**src/rtl/control_unit_seq_if.sv**
```systemverilog
// D-to-E control handshake bundle for control_unit_seq; master drives the D-stage side.
interface control_unit_seq_if #(
  parameter int ALU_CTRL_W = 4
);
  logic                  valid_d;
  logic [5:0]            funct;
  logic [1:0]            opcode;
  logic                  stall_in;
  logic                  flush_e;
  logic                  ready_d;
  logic [1:0]            RegSrcD;
  logic [1:0]            ImmSrcD;
  logic                  valid_e;
  logic                  ALUSrcE;
  logic [ALU_CTRL_W-1:0] ALUControlE;
  logic                  MemToRegE;
  logic                  RegWriteE;
  logic                  PlusOneE;
  logic                  BranchE;
  logic                  PCSrcE;
  logic [1:0]            FlagWE;
  logic                  illegal_e;
  logic                  busy;

  modport master (
    output valid_d, funct, opcode, stall_in, flush_e,
    input  ready_d, RegSrcD, ImmSrcD, valid_e, ALUSrcE, ALUControlE, MemToRegE,
           RegWriteE, PlusOneE, BranchE, PCSrcE, FlagWE, illegal_e, busy
  );

  modport slave (
    input  valid_d, funct, opcode, stall_in, flush_e,
    output ready_d, RegSrcD, ImmSrcD, valid_e, ALUSrcE, ALUControlE, MemToRegE,
           RegWriteE, PlusOneE, BranchE, PCSrcE, FlagWE, illegal_e, busy
  );
endinterface

```
**src/rtl/control_unit_seq.sv**
```systemverilog
// Decode/control stage: comb D controls, registered E bundle, busy sequencing for MULT/AVERAGE.
// Optional PERF_COUNT_EN adds issue / multi-cycle-stall / flush counters.
module control_unit_seq #(
  parameter int ALU_CTRL_W = 4,
  parameter int MULT_LAT   = 2,
  parameter int AV_LAT     = 3
) (
  input  logic                 clk,
  input  logic                 reset,
`ifdef PERF_COUNT_EN
  output logic [31:0]          perf_issued,
  output logic [31:0]          perf_mc_stall,
  output logic [31:0]          perf_flush,
`endif
  control_unit_seq_if.slave    bus
);
  localparam logic [3:0] F_NOP = 4'd0, F_ADD = 4'd1, F_SUB = 4'd2, F_MULT = 4'd3,
                         F_LOAD = 4'd4, F_STR = 4'd5, F_AVERAGE = 4'd6, F_STR_ONE = 4'd7,
                         F_PIC = 4'd8, F_B = 4'd9;
  localparam logic [ALU_CTRL_W-1:0] ALU_NOP = ALU_CTRL_W'(0), ALU_ADD = ALU_CTRL_W'(1),
                                    ALU_SUB = ALU_CTRL_W'(2), ALU_MULT = ALU_CTRL_W'(3),
                                    ALU_BUF = ALU_CTRL_W'(4), ALU_AV = ALU_CTRL_W'(5);
  localparam logic [3:0] MULT_LAT4 = 4'(MULT_LAT);
  localparam logic [3:0] AV_LAT4   = 4'(AV_LAT);

  typedef struct packed {
    logic                  valid;
    logic                  alu_src;
    logic [ALU_CTRL_W-1:0] alu_ctrl;
    logic                  mem_to_reg;
    logic                  reg_write;
    logic                  plus_one;
    logic                  branch;
    logic                  pc_src;
    logic [1:0]            flag_w;
    logic                  illegal;
  } ectl_t;

  typedef enum logic {S_IDLE, S_EXEC} state_e;

  logic [3:0] w_cmd;
  logic       w_s;
  logic       w_unused;
  logic       w_illegal;
  ectl_t      w_dec;
  ectl_t      r_e;
  logic       w_busy;
  logic       w_advance;
  logic [3:0] w_lat;
  logic       w_start;
  state_e     r_state, w_state_nxt;
  logic [3:0] r_cnt, w_cnt_nxt;

  assign w_cmd     = bus.funct[4:1];
  assign w_s       = bus.funct[0];
  assign w_unused  = bus.funct[5];
  assign w_illegal = (w_cmd > F_B) || (bus.opcode == 2'b11);

  always_comb begin
    w_dec            = '0;
    w_dec.valid      = 1'b1;
    w_dec.alu_src    = bus.opcode[0];
    w_dec.plus_one   = (w_cmd == F_STR_ONE);
    if (w_illegal) begin
      w_dec.illegal = 1'b1;
    end else begin
      case (w_cmd)
        F_NOP:     w_dec.alu_ctrl = ALU_NOP;
        F_ADD:     w_dec.alu_ctrl = ALU_ADD;
        F_SUB:     w_dec.alu_ctrl = ALU_SUB;
        F_MULT:    w_dec.alu_ctrl = ALU_MULT;
        F_AVERAGE: w_dec.alu_ctrl = ALU_AV;
        default:   w_dec.alu_ctrl = ALU_BUF;
      endcase
      w_dec.mem_to_reg = (w_cmd == F_LOAD);
      w_dec.reg_write  = !((w_cmd == F_STR) || (w_cmd == F_PIC) || (w_cmd == F_NOP));
      w_dec.branch     = (bus.opcode == 2'b10);
      w_dec.pc_src     = (bus.opcode == 2'b10);
      // Flag enables follow the freshly decoded ALU code, not the E register.
      w_dec.flag_w     = {w_s, w_s & ((w_dec.alu_ctrl == ALU_ADD) || (w_dec.alu_ctrl == ALU_SUB))};
    end
  end

  assign bus.RegSrcD = {(bus.opcode == 2'b01) & ~w_s, bus.opcode == 2'b10};
  assign bus.ImmSrcD = {w_cmd == F_B, (w_cmd == F_STR) || (w_cmd == F_LOAD)};

  assign w_busy      = (r_state == S_EXEC);
  assign w_advance   = ~bus.stall_in & ~w_busy;
  assign bus.ready_d = w_advance & ~bus.flush_e & ~reset;

  always_ff @(posedge clk) begin
    if (reset || bus.flush_e) begin
      r_e <= '0;
    end else if (w_advance) begin
      r_e <= bus.valid_d ? w_dec : '0;
    end
  end

  always_comb begin
    w_lat = 4'd1;
    if (w_dec.alu_ctrl == ALU_MULT) w_lat = MULT_LAT4;
    else if (w_dec.alu_ctrl == ALU_AV) w_lat = AV_LAT4;
  end
  assign w_start = w_advance & bus.valid_d & ~bus.flush_e & (w_lat > 4'd1);

  always_ff @(posedge clk) begin
    if (reset) begin
      r_state <= S_IDLE;
      r_cnt   <= 4'd0;
    end else begin
      r_state <= w_state_nxt;
      r_cnt   <= w_cnt_nxt;
    end
  end

  always_comb begin
    w_state_nxt = r_state;
    w_cnt_nxt   = r_cnt;
    case (r_state)
      S_IDLE: begin
        if (w_start) begin
          w_state_nxt = S_EXEC;
          w_cnt_nxt   = w_lat - 4'd1;
        end
      end
      S_EXEC: begin
        if (bus.flush_e || (r_cnt <= 4'd1)) begin
          w_state_nxt = S_IDLE;
          w_cnt_nxt   = 4'd0;
        end else begin
          w_cnt_nxt = r_cnt - 4'd1;
        end
      end
      default: begin
        w_state_nxt = S_IDLE;
        w_cnt_nxt   = 4'd0;
      end
    endcase
  end

  assign bus.valid_e     = r_e.valid;
  assign bus.ALUSrcE     = r_e.alu_src;
  assign bus.ALUControlE = r_e.alu_ctrl;
  assign bus.MemToRegE   = r_e.mem_to_reg;
  assign bus.RegWriteE   = r_e.reg_write;
  assign bus.PlusOneE    = r_e.plus_one;
  assign bus.BranchE     = r_e.branch;
  assign bus.PCSrcE      = r_e.pc_src;
  assign bus.FlagWE      = r_e.flag_w;
  assign bus.illegal_e   = r_e.illegal;
  assign bus.busy        = w_busy;

`ifdef PERF_COUNT_EN
  logic [31:0] r_perf_issued, r_perf_mc_stall, r_perf_flush;

  always_ff @(posedge clk) begin
    if (reset) begin
      r_perf_issued   <= 32'd0;
      r_perf_mc_stall <= 32'd0;
      r_perf_flush    <= 32'd0;
    end else begin
      if (w_advance && bus.valid_d && !bus.flush_e) r_perf_issued <= r_perf_issued + 32'd1;
      if (w_busy) r_perf_mc_stall <= r_perf_mc_stall + 32'd1;
      if (bus.flush_e && r_e.valid) r_perf_flush <= r_perf_flush + 32'd1;
    end
  end

  assign perf_issued   = r_perf_issued;
  assign perf_mc_stall = r_perf_mc_stall;
  assign perf_flush    = r_perf_flush;
`endif
endmodule

```
**src/flat_wrapper.sv**
```systemverilog
// flat-port wrapper written by rule: the top's interface ports become plain ports
module control_unit_seq_flat 
#(
  parameter int ALU_CTRL_W = 4,
  parameter int MULT_LAT   = 2,
  parameter int AV_LAT     = 3
)
  (clk, reset, bus_valid_d, bus_funct, bus_opcode, bus_stall_in, bus_flush_e, bus_ready_d, bus_RegSrcD, bus_ImmSrcD, bus_valid_e, bus_ALUSrcE, bus_ALUControlE, bus_MemToRegE, bus_RegWriteE, bus_PlusOneE, bus_BranchE, bus_PCSrcE, bus_FlagWE, bus_illegal_e, bus_busy);
  control_unit_seq_if #(.ALU_CTRL_W(ALU_CTRL_W)) bus_i ();
  input  logic clk;
  input  logic reset;
  input wire logic [$bits(bus_i.valid_d)-1:0] bus_valid_d;
  input wire logic [$bits(bus_i.funct)-1:0] bus_funct;
  input wire logic [$bits(bus_i.opcode)-1:0] bus_opcode;
  input wire logic [$bits(bus_i.stall_in)-1:0] bus_stall_in;
  input wire logic [$bits(bus_i.flush_e)-1:0] bus_flush_e;
  output wire logic [$bits(bus_i.ready_d)-1:0] bus_ready_d;
  output wire logic [$bits(bus_i.RegSrcD)-1:0] bus_RegSrcD;
  output wire logic [$bits(bus_i.ImmSrcD)-1:0] bus_ImmSrcD;
  output wire logic [$bits(bus_i.valid_e)-1:0] bus_valid_e;
  output wire logic [$bits(bus_i.ALUSrcE)-1:0] bus_ALUSrcE;
  output wire logic [$bits(bus_i.ALUControlE)-1:0] bus_ALUControlE;
  output wire logic [$bits(bus_i.MemToRegE)-1:0] bus_MemToRegE;
  output wire logic [$bits(bus_i.RegWriteE)-1:0] bus_RegWriteE;
  output wire logic [$bits(bus_i.PlusOneE)-1:0] bus_PlusOneE;
  output wire logic [$bits(bus_i.BranchE)-1:0] bus_BranchE;
  output wire logic [$bits(bus_i.PCSrcE)-1:0] bus_PCSrcE;
  output wire logic [$bits(bus_i.FlagWE)-1:0] bus_FlagWE;
  output wire logic [$bits(bus_i.illegal_e)-1:0] bus_illegal_e;
  output wire logic [$bits(bus_i.busy)-1:0] bus_busy;
  assign bus_i.valid_d = bus_valid_d;
  assign bus_i.funct = bus_funct;
  assign bus_i.opcode = bus_opcode;
  assign bus_i.stall_in = bus_stall_in;
  assign bus_i.flush_e = bus_flush_e;
  assign bus_ready_d = bus_i.ready_d;
  assign bus_RegSrcD = bus_i.RegSrcD;
  assign bus_ImmSrcD = bus_i.ImmSrcD;
  assign bus_valid_e = bus_i.valid_e;
  assign bus_ALUSrcE = bus_i.ALUSrcE;
  assign bus_ALUControlE = bus_i.ALUControlE;
  assign bus_MemToRegE = bus_i.MemToRegE;
  assign bus_RegWriteE = bus_i.RegWriteE;
  assign bus_PlusOneE = bus_i.PlusOneE;
  assign bus_BranchE = bus_i.BranchE;
  assign bus_PCSrcE = bus_i.PCSrcE;
  assign bus_FlagWE = bus_i.FlagWE;
  assign bus_illegal_e = bus_i.illegal_e;
  assign bus_busy = bus_i.busy;
  control_unit_seq #(.ALU_CTRL_W(ALU_CTRL_W), .MULT_LAT(MULT_LAT), .AV_LAT(AV_LAT)) u_core (.clk(clk), .reset(reset), .bus(bus_i));
endmodule
```
**config.mk**
```make
export PLATFORM = sky130hd
export DESIGN_NAME = control_unit_seq_flat
export DESIGN_NICKNAME = d
export VERILOG_FILES = /design/src/rtl/control_unit_seq_if.sv /design/src/rtl/control_unit_seq.sv /design/src/flat_wrapper.sv
export SDC_FILE = /design/constraint.sdc
export NUM_CORES = 1
export LEC_CHECK = 0
export BUFFER_PORTS_ARGS = -buffer_cell sky130_fd_sc_hd__buf_2
export CORE_MARGIN = 10
export CORE_UTILIZATION = 44
export CTS_CLUSTER_SIZE = 25
export DETAILED_ROUTE_END_ITERATION = 10
export PLACE_DENSITY = 0.77
export RECOVER_POWER = 25
export SETUP_SLACK_MARGIN = 0.5
export SLEW_MARGIN = 20
export SYNTH_ARGS = -nofsm -noshare
export SYNTH_HDL_FRONTEND = slang
export SYNTH_SLANG_ARGS = --single-unit
```
**constraint.sdc**
```tcl
create_clock -name clk -period 1.6 [get_ports clk]
set_input_delay 0.24 -clock clk [delete_from_list [all_inputs] [get_ports clk]]
set_output_delay 0.24 -clock clk [all_outputs]
set_load 0.01 [all_outputs]
```
==> results of run 1 <==
==> sequential cells by signal, indices dropped and copies added, names as in the netlist <==
register / flops
u_core.bus.ALUControlE: 3
u_core.bus.ALUSrcE: 1
u_core.bus.FlagWE: 2
u_core.bus.MemToRegE: 1
u_core.bus.PCSrcE: 1
u_core.bus.PlusOneE: 1
u_core.bus.RegWriteE: 1
u_core.bus.busy: 1
u_core.bus.illegal_e: 1
u_core.bus.valid_e: 1
u_core.r_cnt: 4
==> path summary, 6_finish.rpt <==
kind	start	endpoint	slack (ps)
worst min register to register	u_core.bus.ALUControlE[2]$_SDFFE_PP0P_	u_core.bus.ALUControlE[2]$_SDFFE_PP0P_	470
worst max register to register	u_core.r_cnt[0]$_SDFFE_PP0P_	u_core.r_cnt[3]$_SDFFE_PP0P_	220
worst max-delay path	bus_opcode[0]	u_core.r_cnt[3]$_SDFFE_PP0P_	190
worst min-delay path	reset	u_core.bus.busy$_SDFF_PP0_	190
==> kinds of logic (layout without fill, tap and decap cells) <==
kind of cell / after synthesis / after routing / synth area share (%)
AO/OA/AOI/OAI: 29 / 29 / 23.0
XOR/XNOR: 2 / 2 / 3.63
adder cells (fa/ha/maj): 3 / 3 / 3.75
buffers and inverters: 16 / 78 / 8.62
flip-flops: 17 / 17 / 34.0
other: 1 / 1 / 0.375
AND/OR/NAND/NOR: 49 / 49 / 26.6
==> where the power goes <==
group          internal [W]  switching [W]  total, W  leakage [nW]
clock             0.0000937       0.000160  0.000254        0.0177
sequential         0.000425     0.00000486  0.000430         0.140
combinational      0.000134       0.000123  0.000257         0.575
total              0.000653       0.000288  0.000941         0.732
==> synth_stat cells (all sizes together) <==
master and count:
o41ai 1, or3 1, clkbuf 4, o21a 1
a21bo 1, xor2 1, conb 1, o31ai 1
nor3b 4, nand3b 2, a32o 1, buf 5
o221a 2, o2bb2ai 1, nand2b 2, or2 2
a21oi 9, a32oi 1, o21ai 6, nor3 4
nor2b 3, and4 1, a22oi 4, nand2 8
ha 3, nand4 3, dfxtp 17, or3b 2
xnor2 1, and3 1, and2b 1, inv 7
o21bai 1, nor2 15
==> stage by stage <==
step           TNS [ps]  total power, W  utilization (%)  hold WS [ps]
4_1_cts               0        0.000869             68.2           180
3_5_place_dp       -123        0.000601             59.6           452
5_1_grt               0        0.000979             79.8           194
3_3_place_gp      -74.9        0.000596             59.6           439
6_report              0        0.000941             79.8           191
2_1_floorplan     -75.0        0.000544                -           293
==> metal layers <==
layer	vias to the layer above	wire length, um	GRT usage [%]
li1	534	-	-
met1	533	1470	14.6
met2	35	2030	24.6
met3	15	218	3.14
met4	0	161	7.18
met5	-	0	0
==> timing repair <==
| action | in CTS | in global routing |
|---|---|---|
| gates resized for setup | 26 | 37 |
| setup buffers | 10 | 10 |
| hold buffers | 0 | 0 |
| pin swaps | 9 | 26 |
| cloned | 0 | 1 |
| setup endpoints to repair | 21 | 24 |
==> layout make-up <==
| type | instances | area, um2 | area share [%] |
|---|---|---|---|
| timing repair buffer | 67 | 533 | 30.5 |
| sequential | 17 | 350 | 20.0 |
| inverter | 7 | 31.3 | 1.79 |
| multi-input combinational | 84 | 772 | 44.1 |
| clock inverter | 1 | 5.00 | 0.286 |
| clock buffer | 3 | 22.5 | 1.29 |
| tap | 28 | 35.0 | 2.00 |
==> run metrics, run 1 <==
Final Worst Setup Slack 187 ps; Clock Tree Root clkbuf_4; clock buffer depth 2; 1st-iter DRT viols 69; largest net degree at the start of global routing 14; unrepaired setup endpoints after global routing yes; # setup viols final 0; minimum clock period after layout approximately 1400 ps; crit path cell chain buf_6 > a21bo_4 > or3_4 > ha_4 > nor2b_4 > o21bai_1 > a32o_1; drt via density 5.40; cell class contributing the biggest share of worst-path delay compound AO/OA/AOI/OAI gates; FF+latch count, synth 17; R2R depth 7; Sink Count 17; crit path max fanout 2; Max VDD drop approximately 0.52 mV; HP Class input port to flop; drt pass-1 iters 4; leading area contributor after synthesis dfxtp_1; row cnt 17; Port Buffers 30; Post-DP Area 1310 um2; status finished, final reports clean; slowest stage cell on the critical path or3_4; remaining routing DRC violations 0; hold violation count in the final report 0; clk_skew 6.38 ps; sequential-to-total area share from yosys stat 34.0%; pwr/cell area 538 nW/um2; post-synth top area share 34.0%; Initial Util 45.7%; GR Overflow Total 0; syn avg cell area about 8.6 um2; maxcap violations 0; core area ~2200 um2; Crit path depth 7; Critical Path Sink Type flop; number of H-tree levels 1; final worst-path cycle share 88.3%; Critical Path Max Stage Delay 410 ps; Leakage ~0.73 nW; most common cell after layout, fill and taps aside buf_4; total CTS buffers 3; dpl cells 182; Buf/Inv on CP 1; final net count between 150 and 200; pre-CTS setup slack -108 ps; Syn-to-layout area delta 74.8%; share of layout cells above drive strength 1 58.1%; Design Area, Final 1750 um2; WS Path Type input port to flop; worst path required time 1820 ps; Arr. time, crit path 1630 ps; Clk pin slew, worst setup/hold paths 110 ps; post-synthesis cell area 1000 um2; fmax ~710 MHz; first-pass GRT wire length 4.95 mm; cells after synthesis approximately 120; DIE AREA 4580 um2; synth warn 0; hold path cells 2; TritonCTS clock tree built; I/O pins 33; RePlAce Congestion 0.834; Post-DP HPWL roughly 2.2 mm; net count after synthesis ~130; Worst setup SP type input port; fin cells 207; vias 1117; Die H 67.7 um; vias in the first global route roughly 1100; max-slew violations 0; most frequent cells in the layout 25 x buf_4, 16 x buf_6, 15 x buf_2; Yosys cell types 37; final WL ~4 mm; clk_lat worst skew 310 ps; total track usage 13.7%; top cells by area, synth dfxtp_1 34%, nor2_1 5.6%, a21oi_1 4.0%, ha_1 3.8%, o21ai_1 3.0%; antenna violations before repair 0; Die W 67.7 um; n_diodes 0; # fillers roughly 150; Antenna Nets Post-Route 0; routed length per placed instance roughly 19 um
No activity file was read; power rests on OpenSTA's default activity.
==> inputs of run 2 (changes only) <==
--- a/config.mk
+++ b/config.mk
@@ -7,10 +7,11 @@
 export LEC_CHECK = 0
 export BUFFER_PORTS_ARGS = -buffer_cell sky130_fd_sc_hd__buf_2
 export CORE_MARGIN = 10
-export CORE_UTILIZATION = 44
+export CORE_UTILIZATION = 46
+export CTS_BUF_LIST = sky130_fd_sc_hd__clkbuf_4 sky130_fd_sc_hd__clkbuf_8
 export CTS_CLUSTER_SIZE = 25
 export DETAILED_ROUTE_END_ITERATION = 10
-export PLACE_DENSITY = 0.77
+export PLACE_DENSITY = 0.8
 export RECOVER_POWER = 25
 export SETUP_SLACK_MARGIN = 0.5
 export SLEW_MARGIN = 20
==> run 2 against run 1 <==
Compared with the run above: die area shrank 3.1%; wire length grew 0.95%; clock skew shrank 2.6 ps; highest routed layer unchanged; sequential share of layout area grew 0.56 points.
==> run metrics, run 2 (same netlist as run 1, synthesis figures left out) <==
GR Overflow Total 0; pre-CTS setup slack -102 ps; Final Worst Setup Slack about 190 ps; # setup viols final 0; antenna violations before repair 0; Leakage between 0.6 and 0.7 nW; WS Path Type flop to flop; Fin Setup TNS 0 ps; Reg with most FFs u_core.r_cnt; TritonCTS clock tree built; Port Buffers 30; Sink Count 17; number of H-tree levels 1; slowest stage cell on the critical path dfxtp_4; DIE AREA between 4000 and 5000 um2; Post-DP Area 1300 um2; 1st-iter DRT viols 83; Comb pwr share 26.7%; max-slew violations 0; Tot Pwr 0.000928 W; worst path required time around 1800 ps; R2R depth 7; total track usage 15.2%; vias 1162; core area 2020 um2; clk_skew 3.81 ps; Antenna Nets Post-Route 0; final net count roughly 190; Critical Path Max Stage Delay 390 ps; Arr. time, crit path 1620 ps; Clock Power Share between 20% and 30%; Worst setup SP type flop; Die H 66.6 um; Critical R2R Capture u_core.r_cnt[3]$_SDFFE_PP0P_; Initial Util 49.5%; Post-DP HPWL ~2.1 mm; remaining routing DRC violations 0; clk_lat worst skew 300 ps; clock buffer depth 2; Die W between 60 and 70 um; routed length per placed instance 19.4 um; status finished, final reports clean; max reg flops 4; crit path cell chain inv_4 > ha_4 > nor2_4 > o31ai_4 > buf_6 > o21bai_1 > a32o_1; Buf/Inv on CP 2; drt via density approximately 5.8; worst setup path endpoint u_core.r_cnt[3]$_SDFFE_PP0P_; Design Area, Final around 1700 um2; largest net degree at the start of global routing 13; fmax ~710 MHz; Sw Ratio 30.8%; total CTS buffers 3; worst hold margin 226 ps; row cnt 16; share of layout cells above drive strength 1 57.7%; maxcap violations 0; Psw ~0.00029 W; pwr/cell area 547 nW/um2; HP Class input port to flop; drt pass-1 iters 4; I/O pins 33; minimum clock period after layout 1410 ps; reg2reg setup slack 190 ps; # fillers 114; final worst-path cycle share 88.3%; unrepaired setup endpoints after global routing yes; Clk pin slew, worst setup/hold paths 110 ps; crit path max fanout 4; Worst Setup SP u_core.r_cnt[0]$_SDFFE_PP0P_; Int Pwr approximately 0.00064 W; n_diodes 0; Max VDD drop 0.540 mV; hold violation count in the final report 0; most common cell after layout, fill and taps aside buf_4; Crit path depth 7; RePlAce Congestion between 0.8 and 0.9; vias in the first global route 1109; CTS Hold Buffers Added 0; register share of total power ~46%; cell class contributing the biggest share of worst-path delay compound AO/OA/AOI/OAI gates; Syn-to-layout area delta 69.4%; most frequent cells in the layout 22 x buf_4, 18 x buf_2, 14 x dfxtp_1; first-pass GRT wire length 5.31 mm; reg-to-reg startpoint u_core.r_cnt[0]$_SDFFE_PP0P_; final WL 3.93 mm; Clock Tree Root clkbuf_4; Critical Path Sink Type flop
run 2: cell count changes in the layout (fill, tap and decap cells not counted), sizes merged:
cell / previous run / this run
buf: 58 / 54
run 2: worst min path at each step:
stage,depth (start not counted),endpoint,slack (ps),from
2_1_floorplan,1,u_core.bus.busy$_SDFF_PP0_,290,reset
5_1_grt,2,u_core.bus.busy$_SDFF_PP0_,210,reset
3_5_place_dp,2,u_core.bus.FlagWE[0]$_SDFFE_PP0P_,450,u_core.bus.FlagWE[0]$_SDFFE_PP0P_
3_3_place_gp,2,u_core.bus.ALUControlE[1]$_SDFFE_PP0P_,440,u_core.bus.ALUControlE[1]$_SDFFE_PP0P_
6_report,2,u_core.bus.busy$_SDFF_PP0_,230,reset
4_1_cts,2,u_core.bus.busy$_SDFF_PP0_,180,reset
run 2: cell type report:
type,instances,area (um2),share of cell area [%]
multi-input cells,84,778,45.9
flip-flops and latches,17,349,20.6
inverters,7,31.3,1.85
well taps,27,33.8,1.99
clock buffers,3,22.5,1.33
clock inverters,1,5.00,0.295
repair buffers,63,475,28.0
run 2: power by group through the flow:
stage	sequential, W	clock [W]	combinational [W]
CTS	0.000428	0.000243	0.000211
floorplan	0.000441	0	0.000103
global placement	0.000439	0	0.000160
global route	0.000430	0.000267	0.000261
detailed placement	0.000440	0	0.000164
finish	0.000430	0.000250	0.000248
run 2: through the flow:
step | instances | util [%]
after detailed placement | 181 | 64.5
final | 202 | 83.8
after global routing | 202 | 83.8
after CTS | 197 | 77.0
after floorplan | 117 | -
after global placement | 181 | 64.5
run 2: what timing repair did:
| action | 4_1_cts | 5_1_grt |
|---|---|---|
| pin swaps | 11 | 23 |
| gates cloned | 1 | 0 |
| resized for setup | 33 | 24 |
| buffers inserted | 11 | 5 |
| endpoints found under the setup margin | 21 | 22 |
run 2: metal layers:
metal	part of all wire [%]	global-route usage, %	up-vias
li1	-	-	522
met1	37	17.4	545
met2	49	25.6	81
met3	11	4.85	14
met4	3.8	5.50	0
met5	0	0	-
